--- src/rtl/fan_adc_sampler.sv ---
// Fan controller front end: synchronises the ADC/setpoint/config inputs, samples the ADC
// on a fixed tick and emits a rounded average of 2^AVG_LOG2 samples with a one-cycle strobe.
module fan_adc_sampler #(
    parameter int ADC_BITWIDTH = 4,
    parameter int AVG_LOG2     = 2,
    parameter int TICK_DIV     = 100000,
    parameter int SYNC_STAGES  = 2
) (
    input  logic                    clk_i,
    input  logic                    rst_i,
    input  logic                    clk_en_i,
    input  logic [ADC_BITWIDTH-1:0] ADC_raw_i,
    input  logic [ADC_BITWIDTH-1:0] SET_raw_i,
    input  logic                    config_en_raw_i,
    output logic [ADC_BITWIDTH-1:0] ADC_value_o,
    output logic [ADC_BITWIDTH-1:0] SET_value_o,
    output logic                    dataVaild_STRB_o,
    output logic                    config_en_o,
    output logic                    tick_o
);
    localparam int W  = ADC_BITWIDTH;
    localparam int AW = W + AVG_LOG2 + 1;
    localparam int SW = 2 * W + 1;
    localparam int TW = (TICK_DIV > 1) ? $clog2(TICK_DIV) : 1;

    localparam logic [TW-1:0]       TICK_LAST = TW'(TICK_DIV - 1);
    localparam logic [AVG_LOG2-1:0] CNT_LAST  = '1;
    localparam logic [AW-1:0]       HALF      = AW'(2 ** (AVG_LOG2 - 1));

    typedef enum logic [1:0] {ACCUM, EMIT, CONFIG} state_t;

    logic [SYNC_STAGES-1:0][SW-1:0] sync_q;
    logic [W-1:0]                   adc_s;
    logic [W-1:0]                   set_s;
    logic                           cfg_s;

    logic [TW-1:0]       tick_cnt_q;
    logic                tick;

    state_t              state_q, state_d;
    logic [AW-1:0]       acc_q, acc_d;
    logic [AVG_LOG2-1:0] cnt_q, cnt_d;
    logic [W-1:0]        adc_value_q, adc_value_d;
    logic [W-1:0]        set_value_q, set_value_d;
    logic                strobe;

    logic [AW-1:0]       sample;
    logic [AW-1:0]       rounded;
    logic [AW-1:0]       shifted;
    logic [W-1:0]        avg;

    // Synchronisers are deliberately not gated by clk_en_i.
    always_ff @(posedge clk_i or posedge rst_i) begin
        if (rst_i) begin
            sync_q <= '0;
        end else begin
            sync_q <= {sync_q[SYNC_STAGES-2:0], {config_en_raw_i, SET_raw_i, ADC_raw_i}};
        end
    end

    assign adc_s = sync_q[SYNC_STAGES-1][W-1:0];
    assign set_s = sync_q[SYNC_STAGES-1][2*W-1:W];
    assign cfg_s = sync_q[SYNC_STAGES-1][2*W];

    assign tick = clk_en_i && (tick_cnt_q == TICK_LAST);

    always_ff @(posedge clk_i or posedge rst_i) begin
        if (rst_i) begin
            tick_cnt_q <= '0;
        end else if (clk_en_i) begin
            tick_cnt_q <= tick ? '0 : tick_cnt_q + 1'b1;
        end
    end

    assign sample  = {{(AW - W){1'b0}}, adc_s};
    assign rounded = acc_q + HALF;
    assign shifted = rounded >> AVG_LOG2;
    assign avg     = (|shifted[AW-1:W]) ? '1 : shifted[W-1:0];

    always_comb begin
        state_d     = state_q;
        acc_d       = acc_q;
        cnt_d       = cnt_q;
        adc_value_d = adc_value_q;
        set_value_d = set_value_q;
        strobe      = 1'b0;
        if (clk_en_i) begin
            // Config has priority over everything, including a pending emit.
            if (cfg_s) begin
                state_d     = CONFIG;
                acc_d       = '0;
                cnt_d       = '0;
                set_value_d = set_s;
            end else begin
                unique case (state_q)
                    CONFIG: begin
                        state_d = ACCUM;
                        acc_d   = '0;
                        cnt_d   = '0;
                    end
                    ACCUM: begin
                        if (tick) begin
                            acc_d = acc_q + sample;
                            cnt_d = cnt_q + 1'b1;
                            if (cnt_q == CNT_LAST) begin
                                state_d = EMIT;
                            end
                        end
                    end
                    EMIT: begin
                        strobe      = 1'b1;
                        adc_value_d = avg;
                        state_d     = ACCUM;
                        acc_d       = tick ? sample : '0;
                        cnt_d       = tick ? AVG_LOG2'(1) : '0;
                    end
                    default: begin
                        state_d = ACCUM;
                        acc_d   = '0;
                        cnt_d   = '0;
                    end
                endcase
            end
        end
    end

    always_ff @(posedge clk_i or posedge rst_i) begin
        if (rst_i) begin
            state_q     <= ACCUM;
            acc_q       <= '0;
            cnt_q       <= '0;
            adc_value_q <= '0;
            set_value_q <= '0;
        end else if (clk_en_i) begin
            state_q     <= state_d;
            acc_q       <= acc_d;
            cnt_q       <= cnt_d;
            adc_value_q <= adc_value_d;
            set_value_q <= set_value_d;
        end
    end

    // The new average is presented during the strobe cycle itself, then held.
    assign ADC_value_o      = strobe ? avg : adc_value_q;
    assign SET_value_o      = set_value_q;
    assign dataVaild_STRB_o = strobe;
    assign config_en_o      = cfg_s;
    assign tick_o           = tick;

endmodule

--- config.mk ---
export PLATFORM = sky130hd
export DESIGN_NAME = fan_adc_sampler
export DESIGN_NICKNAME = d
export VERILOG_FILES = /design/src/rtl/fan_adc_sampler.sv
export SDC_FILE = /design/constraint.sdc
export NUM_CORES = 1
export LEC_CHECK = 0
export ABC_CLOCK_PERIOD_IN_PS = 2300
export CAP_MARGIN = 20
export CORE_UTILIZATION = 55
export CTS_BUF_LIST = sky130_fd_sc_hd__clkbuf_16
export CTS_CLUSTER_DIAMETER = 40
export DETAILED_ROUTE_END_ITERATION = 8
export GPL_TIMING_DRIVEN = 0
export PLACE_DENSITY = 0.77
export SKIP_CTS_REPAIR_TIMING = 1
export SYNTH_ARGS = -nofsm -noshare
export SYNTH_HDL_FRONTEND = slang
export SYNTH_SLANG_ARGS = --single-unit
export TNS_END_PERCENT = 5
--- constraint.sdc ---
create_clock -name clk_i -period 2.3 [get_ports clk_i]
set_clock_uncertainty 0.2 [all_clocks]
set_input_delay 0.46 -clock clk_i [delete_from_list [all_inputs] [get_ports clk_i]]
set_output_delay 0.46 -clock clk_i [all_outputs]
set_load 0.05 [all_outputs]
==> results.cfg, run 1 <==
[run_status]
outcome = finished with violations
violations = setup timing

[logic_synthesis]
syn_nets = 225
ys_seq_elements = 54
synth_xor_area_share_pct = 7.176
synth_compound_area_share_pct = 10.87
yosysSeqAreaShare_pct = 55.36
yosysTopAreaCellShare_pct = 55.36
synth_mux_area_share_pct = 1.845
async_reset_ff_share_pct = 100.0
syn_area_per_cell_um2 = 11.91
syn-instance-count = 205
synth-edff-count = 0
ys_types = 46
ys.flop_type = dfrtp_1
synth-simple-area-share_pct = 17.89
synth_area_leaders = dfrtp_1 55%, xor2_1 3.9%, ha_1 3.6%
yosysWarnings = 0
syn_area_um2 = 2441
yosys.area.top_type = dfrtp_1
synth_top_family_by_area = simple AND/OR/NAND/NOR gates
synthAdderAreaFrac_pct = 4.408

[critical_path]
crit_path_max_incr_delay_ps = 450
crit_type = flip-flop to primary output
crit_path_max_fanout = 9
end_kind = primary output
startpoint = state_q[0]$_DFFE_PP0P_
critPathSlowestCell = dfrtp_2
path_buf_inv = 2
reg2reg_from = tick_cnt_q[6]$_DFFE_PP0P_
path_delay_family = simple AND/OR/NAND/NOR gates
crit_required_ps = 1640
path_cells = nor3_4, nand2b_4, nor3_4, buf_4, o22a_4, buf_8
cp_common_cell = nor3_4
cp_data_arrival_time_ps = 1780
critPathLaunchType = flip-flop

[hold_path]
worstHoldPathType = flip-flop to flip-flop
min_from = sync_q[3]$_DFF_PP0_

[sta]
fin_tns_setup_ps = -644.7
fin_crit_ps = 2435
slew_headroom_pct = 66.33
drv_slew = 0
setup_viol_count_final = 6
hold_viol = 0
tightest_slew_ps = 504.2
max_freq_mhz = 410.6
period_share_pct = 105.9
timing.hold.ws_ps = 148.7
finalWorstSetupSlack_ps = -135.3
rsz0062_at_grt = true

[placement]
place_congestion = 0.8773
portBuffers = 22
dp_hpwl_mm = 3.364
placedCellCount = 278

[global_route]
grt_pass1_wl_mm = 8.100
grt.total_usage_pct = 23.97
grt_use_met1_pct = 30.15
use_met3_pct = 3.947
busiest_layer = met2
antenna_found_initial = 0
grtUsageMet2_pct = 40.69
overflow = 0
first_global_vias = 1717
grt_max_degree = 37

[final_layout]
final_cells = 300
final_nets = 269
fill_cells = 275
antennaDiodeCount = 0
final_common_cell = dfrtp_1
drive_above_1_share_pct = 26.80
area_growth_pct = 28.70
utilization_pct = 75.82
final_cell_mix = 49 x dfrtp_1, 16 x nor2_1, 15 x nand2_1

[clocking]
clkLatencyLatePin_ps = 300
cts-root-buf = clkbuf_16
cts_buffers = 5
clock-sinks = 54
cts.reportedPaths.clkPinSlew_ps = 70
cts_tree = yes
clk_path_buf_depth = 2
htree_levels = 2

[floorplanning]
die_h_um = 68.62
dieArea_um2 = 4709
pin_count = 23
die_w_um = 68.62
rows = 23
start_util_pct = 58.91
core_um2 = 4144

[power_and_ir_drop]
p_leak_nw = 1.418
ir_drop_mv = 0.5577
seq_power_share_pct = 44.6
pwr-share-comb_pct = 22.2
total_power_mw = 2.586
powerDensity_nw_per_um2 = 823.0
p_int_mw = 1.846
swShare_pct = 28.60
p_clk_share_pct = 33.3
p_switching_mw = 0.7394

[detailed_routing]
drcViolationCount = 0
drtIter0Drc = 161
vias = 1779
via_per_inst = 5.930
first_pass_iters = 4
routed_wl_mm = 5.155
antenna_left = 0
wire_per_inst_um = 17.18

[flow_run]
drv_cap = 0
-- synthesized netlist by cell type, types with 2 or more instances --
cell type / n
nand4_1: 3
xnor2_1: 9
and3_1: 5
nand3_1: 11
nor3_4: 2
or3_1: 2
and4_1: 3
a21oi_1: 4
inv_1: 5
dfrtp_1: 54
nand2_1: 17
o21ai_0: 5
o22a_1: 8
a22o_1: 4
nor4_1: 3
nor2_1: 17
a31o_1: 2
mux2_2: 4
a31o_2: 3
buf_2: 2
xor2_1: 11
ha_1: 7
-- power groups by stage --
| stage | clock network, mW | logic (mW) | registers (mW) |
|---|---|---|---|
| 6_report | 0.860 | 0.574 | 1.15 |
| 4_1_cts | 0.866 | 0.506 | 1.15 |
| 3_5_place_dp | 0 | 0.499 | 1.17 |
| 3_3_place_gp | 0 | 0.476 | 1.16 |
| 2_1_floorplan | 0 | 0.333 | 1.18 |
| 5_1_grt | 0.908 | 0.609 | 1.17 |
-- flip-flops by register name, indices dropped and copies added, names as in the netlist --
register	flops
config_en_o	1
cnt_q	2
adc_value_q	4
adc_s	4
tick_cnt_q	17
acc_q	7
SET_value_o	4
state_q	2
sync_q	9
set_s	4
-- area by class of cell --
class                   count  area (um^2)  area share (%)
flip-flops and latches     54         1358           43.21
plain buffers               4        47.55           1.513
well taps                  50        62.56           1.991
clock inverters             3        43.79           1.394
inverters                   5        18.77          0.5974
clock buffers               5        125.1           3.982
multi-input cells         142         1120           35.64
repair buffers             37        366.6           11.67
-- per-layer routing --
metal | vias to the layer above | part of all wire [%]
li1 | 824 | -
met1 | 890 | 43
met2 | 48 | 51
met3 | 17 | 3.7
met4 | 0 | 2.1
met5 | - | 0
-- through the flow --
step	instance area (um^2)	setup WS, ps
4_1_cts	2969	-1077
2_1_floorplan	2497	-387.3
6_report	3142	-135.3
3_3_place_gp	2780	-1058
3_5_place_dp	2800	-1057
5_1_grt	3142	-186.4
-- kinds of logic (layout without fill, tap and decap cells) --
group,count (synthesis),in the layout
multiplexers,4,4
AO/OA/AOI/OAI,35,35
AND/OR/NAND/NOR,75,75
adder cells (fa/ha/maj),8,8
buffers and inverters,9,54
flip-flops,54,54
XOR/XNOR,20,20
-- path summary, 6_finish.rpt --
path / to / slack, ps / cells past startpoint
worst max-delay path: ADC_value_o[2] / -140 / 6
worst min-delay path: adc_s[3]$_DFF_PP0_ / 150 / 0
worst max register to register: acc_q[5]$_DFFE_PP0P_ / 160 / 6
worst min register to register: adc_s[3]$_DFF_PP0_ / 150 / 0
max in group asynchronous: acc_q[1]$_DFFE_PP0P_ / 1090 / 3
min in group asynchronous: set_s[2]$_DFF_PP0_ / 280 / 2
(Power assumes the default switching activity.)
==> run 2: changes to the inputs <==
Settings changed: ABC_CLOCK_PERIOD_IN_PS 2300 to 3000.
Clock period 2.3 ns to 3 ns, I/O delays scaled along.
==> run 2 against run 1 <==
The run now ends clean. Flip-flop and latch count did not move. Register-to-register slack improved by 700 ps. Via count fell by 5.0%. Sequential power decreased by 23%. Largest power group unchanged.
==> results.cfg, run 2 (synthesis results as in run 1) <==
[placement]
dp_hpwl_mm = 3.260
place_area_um2 = 2753
portBuffers = 22
place_ws_ps = -745.6
place_congestion = 0.8443

[sta]
setup_viol_count_final = 0
tightest_slew_ps = 553.3
fin_crit_ps = 2914
max_freq_mhz = 343.2
period_share_pct = 97.12
timing.hold.ws_ps = 147.8
rsz0062_at_grt = true
slew_headroom_pct = 63.06
finalWorstSetupSlack_ps = 86.25
fin_tns_setup_ps = 0
drv_slew = 0
hold_viol = 0

[detailed_routing]
drtIter0Drc = 96
antenna_left = 0
wire_per_inst_um = 16.29
drcViolationCount = 0
vias = 1690
routed_wl_mm = 4.674
via_per_inst = 5.889
first_pass_iters = 4

[critical_path]
critPathSlowestCell = clkdlybuf4s50_1
critPathLaunchType = primary input
crit_required_ps = 2200
crit_path_max_incr_delay_ps = 500
crit_type = primary input to primary output
end_kind = primary output
crit_path_max_fanout = 8
path_cells = clkdlybuf4s50_1, nand2b_1, nor3_4, nand2_2, o22a_2, buf_2
cp_data_arrival_time_ps = 2110

[hold_path]
worstHoldPathType = flip-flop to flip-flop

[final_layout]
final_common_cell = dfrtp_1
final_area_um2 = 2933
drive_above_1_share_pct = 18.14
fill_cells = 277
regMostFlops = tick_cnt_q
antennaDiodeCount = 0
area_growth_pct = 20.14
final_nets = 256
final_cell_mix = 53 x dfrtp_1, 17 x nor2_1, 16 x nand2_1, 16 x clkdlybuf4s50_1
reg_top3 = tick_cnt_q (17), sync_q (9), acc_q (7)
largest_reg_flops = 17

[power_and_ir_drop]
ir_drop_mv = 0.5268
powerDensity_nw_per_um2 = 665.7
p_leak_nw = 1.317

[global_route]
grt_max_degree = 29
overflow = 0
grt.total_usage_pct = 22.67
first_global_vias = 1669
antenna_found_initial = 0
grt_pass1_wl_mm = 7.638

[clocking]
clock-sinks = 54
clkLatencyLatePin_ps = 290
cts-root-buf = clkbuf_16
htree_levels = 2
cts_buffers = 5
cts_tree = yes
clk_path_buf_depth = 2
cts.reportedPaths.clkPinSlew_ps = 70

[floorplanning]
die_w_um = 68.62
start_util_pct = 58.91
die_h_um = 68.62
dieArea_um2 = 4709
core_um2 = 4144
pin_count = 23
rows = 23

[flow_run]
drv_cap = 0

[run_status]
outcome = finished, final reports clean
[run 2: cell count changes in the layout (fill, tap and decap cells not counted), moves of 2 or more]
cell	delta
buf_4	-12
buf_2	+4
buf_8	-4
dfrtp_1	+4
dfrtp_2	-4
o22a_2	+4
o22a_4	-4
buf_6	-2
clkdlybuf4s50_1	+2
dlymetal6s2s_1	-2
[run 2: cell type report]
cell class	instances	area (um^2)	share of cell area [%]
flip-flops and latches	54	1353	46.12
multi-input cells	142	1049	35.75
repair buffers	24	220.2	7.509
clock buffers	5	125.1	4.266
clock inverters	3	63.81	2.176
well taps	50	62.56	2.133
plain buffers	4	41.29	1.408
inverters	5	18.77	0.6399
[run 2: path summary, 6_finish.rpt]
check	from	end	slack (ps)	depth (start not counted)
setup / recovery	clk_en_i	ADC_value_o[2]	90	6
hold / removal	sync_q[0]$_DFF_PP0_	adc_s[0]$_DFF_PP0_	150	0
setup reg to reg	tick_cnt_q[0]$_DFFE_PP0P_	acc_q[0]$_DFFE_PP0P_	860	6
hold reg to reg	sync_q[0]$_DFF_PP0_	adc_s[0]$_DFF_PP0_	150	0
max in group asynchronous	rst_i	acc_q[2]$_DFFE_PP0P_	1590	3
min in group asynchronous	rst_i	sync_q[5]$_DFF_PP0_	480	2
[run 2: through the flow]
step,utilization [%],std cells,power (mW)
after global placement,65.94,277,1.232
after CTS,70.98,286,1.973
after global routing,70.77,287,2.032
after detailed placement,66.43,278,1.258
after floorplan,-,205,1.140
final,70.77,287,1.952
[run 2: worst max-delay path: cells and delay by family]
family	cells	cell delay, ps
buffers and inverters	2	710
AND/OR/NAND/NOR	3	580
AO/OA/AOI/OAI	1	230
[run 2: report_power, final]
group	switching, mW	internal, mW	leakage (nW)	total (mW)
clock network	0.244	0.475	0.0915	0.719
logic	0.202	0.150	0.546	0.352
registers	0.0771	0.804	0.680	0.881
[run 2: metal layers]
metal | wire [um] | global-route usage (%)
met5 | 0 | 0
met4 | 39 | 7.031
met3 | 199 | 6.086
met2 | 2271 | 36.52
met1 | 2163 | 29.75
